<file path="config.mk">
export PLATFORM = sky130hd
export DESIGN_NAME = alu_share_arbiter_flat
export DESIGN_NICKNAME = d
export VERILOG_FILES = /design/src/rtl/alu_share_arbiter_if.sv /design/src/rtl/alu_share_arbiter.sv /design/src/flat_wrapper.sv
export SDC_FILE = /design/constraint.sdc
export NUM_CORES = 1
export LEC_CHECK = 0
export CAP_MARGIN = 25
export CORE_MARGIN = 2
export CORE_UTILIZATION = 41
export CTS_CLUSTER_DIAMETER = 30
export CTS_CLUSTER_SIZE = 30
export DETAILED_ROUTE_END_ITERATION = 8
export PLACE_DENSITY = 0.82
export SLEW_MARGIN = 30
export SYNTH_ARGS = -nofsm -noshare
export SYNTH_HDL_FRONTEND = slang
export SYNTH_SLANG_ARGS = --single-unit
</file>
<file path="constraint.sdc">
create_clock -name clk -period 4.75 [get_ports clk]
set_input_delay 1.1875 -clock clk [delete_from_list [all_inputs] [get_ports clk]]
set_output_delay 1.1875 -clock clk [all_outputs]
set_load 0.01 [all_outputs]
</file>
<file path="src/rtl/alu_share_arbiter_if.sv">
// alu_share_arbiter_if
//   Request/response bundle between the two ALU requesters and the
//   shared-ALU arbiter. Both ports are packed side by side: bit i (or the
//   i-th field) of every vector belongs to port i.
//   req_valid/req_ready : per-port request handshake
//   req_op              : 4-bit ALU control code per port, port i in [4i+3:4i]
//   req_a/req_b         : 32-bit operands per port, port i in [32i+31:32i]
//   rsp_valid/rsp_ready : per-port response handshake
//   rsp_data/rsp_err    : result and illegal-op flag, shared by both ports
//   master = requester side, slave = arbiter side.
interface alu_share_arbiter_if;
  logic [1:0]  req_valid;
  logic [1:0]  req_ready;
  logic [7:0]  req_op;
  logic [63:0] req_a;
  logic [63:0] req_b;
  logic [1:0]  rsp_valid;
  logic [1:0]  rsp_ready;
  logic [31:0] rsp_data;
  logic        rsp_err;

  modport master (
    output req_valid, req_op, req_a, req_b, rsp_ready,
    input  req_ready, rsp_valid, rsp_data, rsp_err
  );

  modport slave (
    input  req_valid, req_op, req_a, req_b, rsp_ready,
    output req_ready, rsp_valid, rsp_data, rsp_err
  );
endinterface

</file>
<file path="src/rtl/alu_share_arbiter.sv">
// alu_share_arbiter
//   Shares one 32-bit ALU between two requesters (port 0: core execute,
//   port 1: debug/aux). One operation in flight; round-robin on ties.
//   The ALU operands are launched from registers, the result is sampled
//   ALU_LAT cycles later and returned on the owner's response channel.
// Ports
//   clk, reset     : clock, asynchronous active-high reset
//   bus (slave)    : request/response bundle, see alu_share_arbiter_if
//   alu_ctrl_o     : 4-bit ALU control code (held until next launch)
//   alu_a_o/_b_o   : ALU operands (held until next launch)
//   alu_start_o    : one-cycle pulse on operand launch
//   alu_result_i   : ALU result, sampled ALU_LAT cycles after launch
//   busy_o         : high whenever the arbiter is not idle
module alu_share_arbiter #(
  parameter int ALU_LAT = 1  // legal range 1..15
) (
  input  logic                 clk,
  input  logic                 reset,
  alu_share_arbiter_if.slave   bus,
  output logic [3:0]           alu_ctrl_o,
  output logic [31:0]          alu_a_o,
  output logic [31:0]          alu_b_o,
  output logic                 alu_start_o,
  input  logic [31:0]          alu_result_i,
  output logic                 busy_o
);

  typedef enum logic [1:0] {IDLE, EXEC, RESP} state_t;

  state_t      state_q, state_d;
  logic        owner_q, owner_d;
  logic        last_grant_q, last_grant_d;
  logic [3:0]  cnt_q, cnt_d;
  logic [31:0] rsp_data_q, rsp_data_d;
  logic        rsp_err_q, rsp_err_d;
  logic [3:0]  alu_ctrl_q, alu_ctrl_d;
  logic [31:0] alu_a_q, alu_a_d;
  logic [31:0] alu_b_q, alu_b_d;
  logic        alu_start_q, alu_start_d;

  logic        winner;
  logic [3:0]  win_op;
  logic [31:0] win_a, win_b;
  logic        win_legal;
  logic        accept;

  // Round-robin pick: a sole requester wins, a tie goes to the port that
  // did not win last time.
  always_comb begin
    case (bus.req_valid)
      2'b01:   winner = 1'b0;
      2'b10:   winner = 1'b1;
      2'b11:   winner = ~last_grant_q;
      default: winner = 1'b0;
    endcase
  end

  assign win_op    = winner ? bus.req_op[7:4]  : bus.req_op[3:0];
  assign win_a     = winner ? bus.req_a[63:32] : bus.req_a[31:0];
  assign win_b     = winner ? bus.req_b[63:32] : bus.req_b[31:0];
  assign win_legal = (win_op != 4'd0) && (win_op <= 4'd10);

  // req_ready is forced low while reset is asserted so no handshake can be
  // seen during reset even though the state register already reads IDLE.
  assign bus.req_ready = (state_q == IDLE && !reset && (|bus.req_valid))
                         ? {winner, ~winner} : 2'b00;
  assign accept = |(bus.req_valid & bus.req_ready);

  always_comb begin
    state_d      = state_q;
    owner_d      = owner_q;
    last_grant_d = last_grant_q;
    cnt_d        = cnt_q;
    rsp_data_d   = rsp_data_q;
    rsp_err_d    = rsp_err_q;
    alu_ctrl_d   = alu_ctrl_q;
    alu_a_d      = alu_a_q;
    alu_b_d      = alu_b_q;
    alu_start_d  = 1'b0;
    case (state_q)
      IDLE: begin
        if (accept) begin
          owner_d      = winner;
          last_grant_d = winner;
          state_d      = EXEC;
          if (win_legal) begin
            alu_ctrl_d  = win_op;
            alu_a_d     = win_a;
            alu_b_d     = win_b;
            alu_start_d = 1'b1;
            cnt_d       = 4'(ALU_LAT - 1);
            rsp_err_d   = 1'b0;
          end else begin
            // Illegal ops pass through EXEC for one cycle with the error
            // response already loaded, so the error answer appears one
            // cycle after accept; the ALU is left untouched.
            rsp_data_d = 32'd0;
            rsp_err_d  = 1'b1;
            cnt_d      = 4'd0;
          end
        end
      end
      EXEC: begin
        if (cnt_q == 4'd0) begin
          state_d = RESP;
          // rsp_err_q set here marks an illegal op: keep the zero result.
          if (!rsp_err_q) rsp_data_d = alu_result_i;
        end else begin
          cnt_d = cnt_q - 4'd1;
        end
      end
      RESP: begin
        if (bus.rsp_ready[owner_q]) state_d = IDLE;
      end
      default: state_d = IDLE;
    endcase
  end

  always_ff @(posedge clk or posedge reset) begin
    if (reset) begin
      state_q      <= IDLE;
      owner_q      <= 1'b0;
      last_grant_q <= 1'b1;
      cnt_q        <= 4'd0;
      rsp_data_q   <= 32'd0;
      rsp_err_q    <= 1'b0;
      alu_ctrl_q   <= 4'd0;
      alu_a_q      <= 32'd0;
      alu_b_q      <= 32'd0;
      alu_start_q  <= 1'b0;
    end else begin
      state_q      <= state_d;
      owner_q      <= owner_d;
      last_grant_q <= last_grant_d;
      cnt_q        <= cnt_d;
      rsp_data_q   <= rsp_data_d;
      rsp_err_q    <= rsp_err_d;
      alu_ctrl_q   <= alu_ctrl_d;
      alu_a_q      <= alu_a_d;
      alu_b_q      <= alu_b_d;
      alu_start_q  <= alu_start_d;
    end
  end

  assign bus.rsp_valid = (state_q == RESP) ? {owner_q, ~owner_q} : 2'b00;
  assign bus.rsp_data  = rsp_data_q;
  assign bus.rsp_err   = rsp_err_q;
  assign alu_ctrl_o    = alu_ctrl_q;
  assign alu_a_o       = alu_a_q;
  assign alu_b_o       = alu_b_q;
  assign alu_start_o   = alu_start_q;
  assign busy_o        = (state_q != IDLE);

endmodule
</file>
<file path="src/flat_wrapper.sv">
// flat-port wrapper written by rule: the top's interface ports become plain ports
module alu_share_arbiter_flat 
#(
  parameter int ALU_LAT = 1                      
)
  (clk, reset, alu_ctrl_o, alu_a_o, alu_b_o, alu_start_o, alu_result_i, busy_o, bus_req_valid, bus_req_op, bus_req_a, bus_req_b, bus_rsp_ready, bus_req_ready, bus_rsp_valid, bus_rsp_data, bus_rsp_err);
  alu_share_arbiter_if bus_i ();
  input  logic clk;
  input  logic reset;
  output logic [3:0] alu_ctrl_o;
  output logic [31:0] alu_a_o;
  output logic [31:0] alu_b_o;
  output logic alu_start_o;
  input  logic [31:0] alu_result_i;
  output logic busy_o;
  input wire logic [$bits(bus_i.req_valid)-1:0] bus_req_valid;
  input wire logic [$bits(bus_i.req_op)-1:0] bus_req_op;
  input wire logic [$bits(bus_i.req_a)-1:0] bus_req_a;
  input wire logic [$bits(bus_i.req_b)-1:0] bus_req_b;
  input wire logic [$bits(bus_i.rsp_ready)-1:0] bus_rsp_ready;
  output wire logic [$bits(bus_i.req_ready)-1:0] bus_req_ready;
  output wire logic [$bits(bus_i.rsp_valid)-1:0] bus_rsp_valid;
  output wire logic [$bits(bus_i.rsp_data)-1:0] bus_rsp_data;
  output wire logic [$bits(bus_i.rsp_err)-1:0] bus_rsp_err;
  assign bus_i.req_valid = bus_req_valid;
  assign bus_i.req_op = bus_req_op;
  assign bus_i.req_a = bus_req_a;
  assign bus_i.req_b = bus_req_b;
  assign bus_i.rsp_ready = bus_rsp_ready;
  assign bus_req_ready = bus_i.req_ready;
  assign bus_rsp_valid = bus_i.rsp_valid;
  assign bus_rsp_data = bus_i.rsp_data;
  assign bus_rsp_err = bus_i.rsp_err;
  alu_share_arbiter #(.ALU_LAT(ALU_LAT)) u_core (.clk(clk), .reset(reset), .bus(bus_i), .alu_ctrl_o(alu_ctrl_o), .alu_a_o(alu_a_o), .alu_b_o(alu_b_o), .alu_start_o(alu_start_o), .alu_result_i(alu_result_i), .busy_o(busy_o));
endmodule
</file>
**After elaboration in Yosys (flattened, before gate mapping)**

Cells that the tools add are included.

- Register bits after elaboration: 110
- Bits of input ports: 174
- Output and inout port bits: 107
- Logic and storage cells: 67

- $add $sub $neg: 1
- $lt $le $gt $ge: 2
- Eq/ne operators: 10
- Mux-type cells: 24
- Bitwise logic cells: 4
- Reduce and logical (&&, ||, !) cells: 16

Operators with widths:

| kind | number |
|---|---|
| 32-bit two-way mux | 6 |
| 32-bit case mux with 2 select lines | 1 |
| 4-bit two-way mux | 3 |
| 2-bit two-way mux | 5 |
| 3-bit AND reduction | 3 |
| 4-bit case mux with 2 select lines | 1 |
| 2-bit equality test, second input constant | 3 |
| 1-bit two-way mux | 6 |
| 2-bit by 1-bit inequality test with 1-bit output, second input constant | 3 |
| 2-bit inequality test, second input constant | 3 |
| 2-bit case mux with 3 select lines | 1 |
| 5-bit AND reduction | 1 |
| 4-bit <= comparator, second input constant | 1 |
| 4-bit zero test | 1 |
| 2-bit nonzero test | 2 |
| 4-bit nonzero test | 1 |
| 2-bit OR reduction | 2 |
| 4-bit by 1-bit subtractor with 4-bit output, second input constant | 1 |
| 1-bit logical AND | 3 |
| 1-bit NOT | 3 |
| 2-bit AND | 1 |
| 2-bit by 1-bit equality test with 1-bit output, second input constant | 1 |
| 2-bit zero test | 1 |
| 1-bit by 2-bit < comparator with 1-bit output, second input constant | 1 |
| 3 further kinds | 3 |

**Longest topological paths before layout**

- Word-level depth: 8
- Gate-level depth with buffers: 8
- Depth with buffers taken out: 6

**Worst setup path after synthesis**

Ideal clock, no wire load.

- Path type: input port to output port
- Start: input port bus_req_valid[1]
- End: output port bus_req_ready[1]
- Arrival: 2019 ps
- Required time: 3563 ps
- Path slack: 1543 ps
- Cell stages on the path: 4
- Path buffers: 2
- Path through: a21bo_2 -> clkbuf_1 -> clkbuf_1 -> nor2_1

- Cells in the longest elaborated chain, start to end: 3
- Elaborated cells on any way between the ends: 6
- Those cells by class: eq/ne: 2; mux: 2; reduce/logical: 2

RTL lines:

| item | RTL line | RTL |
|---|---|---|
| start, declared | flat_wrapper.sv:16 | `input wire logic [$bits(bus_i.req_valid)-1:0] bus_req_valid;` |
| 2-bit equality test / 2-bit OR reduction (equally long branches) | alu_share_arbiter.sv:50, alu_share_arbiter.sv:65 |  |
| 1-bit case mux with 2 select lines / 1-bit logical AND (equally long branches) | alu_share_arbiter.sv:50, alu_share_arbiter.sv:65 |  |
| 2-bit two-way mux (*) | alu_share_arbiter.sv:66 | `? {winner, ~winner} : 2'b00;` |
| end, declared | flat_wrapper.sv:21 | `output wire logic [$bits(bus_i.req_ready)-1:0] bus_req_ready;` |

Every way passes the cells marked *; elsewhere a longest branch is shown, timed or not.

**Final worst setup path**

- Start: input port reset
- End: output port bus_req_ready[0]

- Cells in the longest elaborated chain, start to end: 4

RTL lines:

| item | RTL line | RTL |
|---|---|---|
| start, declared | flat_wrapper.sv:9 | `input logic reset;` |
| 1-bit zero test | alu_share_arbiter.sv:65 | `assign bus.req_ready = (state_q == IDLE && !reset && (\|bus.req_valid))` |
| 1-bit logical AND (2 in a row) | alu_share_arbiter.sv:65 |  |
| 2-bit two-way mux | alu_share_arbiter.sv:66 |  |

Every way passes these cells.

==> reports/results.txt <==
DRT iter0 DRCs: 251
Async set-or-reset flop fraction in the synthesized netlist: 100%
Yosys top cell area share: 48.6%
Grt met3 use: 5.36%
Worst hold slack: 0.515 ns
Clock sinks: 110
Avg Cell Area, Syn: 9.92 um^2
Global-route usage over all layers: 21.6%
Detailed placement HPWL: 11700 um
Cell row count: 42
Power Dens Cells: 531 nW/um^2
Syn-to-layout area delta: 56.7%
Final Hold Violating Endpoints: 0
Worst Path Required: 3.56 ns
Hold-fix buffers at CTS: 0
CTS Root Cell: clkbuf_16
Worst slew pin tran: 0.798 ns
Die area: 14700 um^2
Most frequent cell after synthesis: nand2_1
WL/cell: 15.8 um
Main area contributors after synthesis: dfrtp_1 49%, mux2_4 18%, nand2_1 18%
Remaining Overflow, GRT: 0
WL final: 16000 um
First-pass iteration count of the detailed router: 6
Initial Utilization: 42.2%
Startpoint types: input pin
Post-synthesis cell count: 566
CTS tree: yes
Syn Nets: 742
Worst-path clk slew: 0.06 ns
Vias per cell: 4.81
CP Max Fanout: 10
Max-slew violation count: 0
Met2 usage: 36.3%
Clk Latency, worst-skew pair: 0.34 ns
Clk_skew: 0.00801 ns
YS warnings: 0
Worst EP arrival: 2.86 ns
Endpoint class of the critical path: primary output
Post-synth top cells: 268 x nand2_1, 109 x dfrtp_1, 68 x mux2_4
Top-level I/O count: 281
Share of cells above drive strength 1: 12.4%
# fillers: 1062
CP Class: input pin to primary output
Cell Area, Synth: 5620 um^2
Synth Register Bits: 110
Area of the multi-input gates: 2640 um^2
Maximum clock path buffer count: 2
Post-synth EDFFs: 0
Register area: 2750 um^2
Vias: 4872
Max-slew headroom: 46.8%
Status: finished, final reports clean
Final setup violation count: 0
Post-CTS Setup Bufs: 0
Number of port buffers: 280
Final Critical Period: 4.05 ns
Tcrit/Tclk final: 85.2%
Max Cap Viol: 0
Post-synthesis sequential area ratio: 49.0%
Worst Hold Class: flip-flop to flip-flop
Cell variety after synth: 38
Resized Gates After CTS: 0
P_leak: 4.00 nW
Htree depth: 3
RSZ-0062 raised after global routing: no
Vias in the first global route: 4748
Initial antenna violation count: 0
Final cell count without fillers: 1012
Layer with the highest usage: met2
First-pass GRT wire length: 24600 um
ANT cells: 0
Maximum vdd drop: 0.280 mV
Core Region: 13300 um^2
Die height: 121 um
Layout Nets: 1008
Largest net degree at the start of global routing: 74
Fmax: 0.247 GHz
Placed cell count: 997
Post-synth top area cell: dfrtp_1
Inserted Clock Buffers: 9
RePlAce Congestion: 0.793
Final ANT Viol Nets: 0
GRT met1 Usage: 26.8%
Final setup TNS: 0 ns
Post-route DRC: 0
Ys flop type: dfrtp_1
Die Span X: 121 um
==> path summary, 6_finish.rpt <==
| path | start | cells past startpoint | end | slack [ns] |
|---|---|---|---|---|
| worst max-delay path | reset | 6 | bus_req_ready[0] | 0.70 |
| worst min-delay path | u_core.alu_b_o[30] | 1 | u_core.alu_b_o[30] | 0.52 |
| worst max register to register | u_core.last_grant_q | 6 | u_core.alu_a_o[16] | 2.26 |
| worst min register to register | u_core.alu_b_o[30] | 1 | u_core.alu_b_o[30] | 0.52 |
| max in group asynchronous | reset | 3 | u_core.bus.rsp_data[18] | 2.60 |
| min in group asynchronous | reset | 2 | u_core.bus.rsp_data[20] | 1.38 |
==> sequential cells by signal, summed over array words and instances, names as in the netlist <==
register and cells:
u_core.alu_start_o 1, u_core.cnt_q 4, u_core.alu_b_o 32, u_core.alu_a_o 32, u_core.owner_q 1, u_core.state_q 2, u_core.bus.rsp_data 32, u_core.last_grant_q 1
u_core.alu_ctrl_o 4, u_core.bus.rsp_err 1
==> where the power goes <==
part | switching [mW] | total (mW) | internal [mW]
combinational | 0.918 | 2.36 | 1.44
sequential | 0.269 | 1.64 | 1.37
clock | 0.328 | 0.682 | 0.354
==> worst max-delay path, cell delays in order <==
cell             delay (ns)
clkdlybuf4s50_1        0.47
nor3_1                 0.17
o21ai_1                0.12
buf_4                  0.20
nor2_1                 0.13
clkdlybuf4s50_1        0.57
==> logic make-up after synthesis <==
group           Yosys count  synth area share, %
xor+xnor                  1                0.156
compound gates           50                 6.86
mux                      71                 18.8
flops                   110                 49.0
simple gates            291                 20.5
fa+ha+maj                 2                0.445
buf+inv                  41                 4.28
==> through the flow <==
step	cell area [um^2]	utilization [%]	power, mW	setup slack [ns]
final	8800	66.2	4.68	0.703
after detailed placement	8540	64.2	4.02	0.721
after CTS	8800	66.2	4.73	0.707
after global routing	8800	66.2	4.96	0.637
after floorplan	5620	-	2.81	0.662
after global placement	8540	64.2	3.96	0.798
==> metal layers <==
layer	vias to the layer above	routed length, um
li1	2377	-
met1	2291	6560
met2	185	7890
met3	19	1210
met4	0	300
met5	-	0
==> layout make-up <==
type	count	area share (%)
tap	176	2.50
multi-input combinational	415	30.0
clock buffer	12	2.69
timing repair buffer	291	33.1
inverter	5	0.242
sequential	110	31.3
clock inverter	3	0.256
==> layout by cell type (no fill, tap or decap), types with 3 or more instances in the layout <==
cell	n
a21o_1	3
a21oi_1	3
buf_4	9
clkbuf_1	3
clkbuf_16	9
clkdlybuf4s50_1	280
clkinvlp_4	3
dfrtp_1	109
inv_1	4
mux2_4	68
nand2_1	267
nor2_1	5
nor3b_1	4
o21ai_0	3
o31ai_1	32
Power figures use the tool's default switching activity.
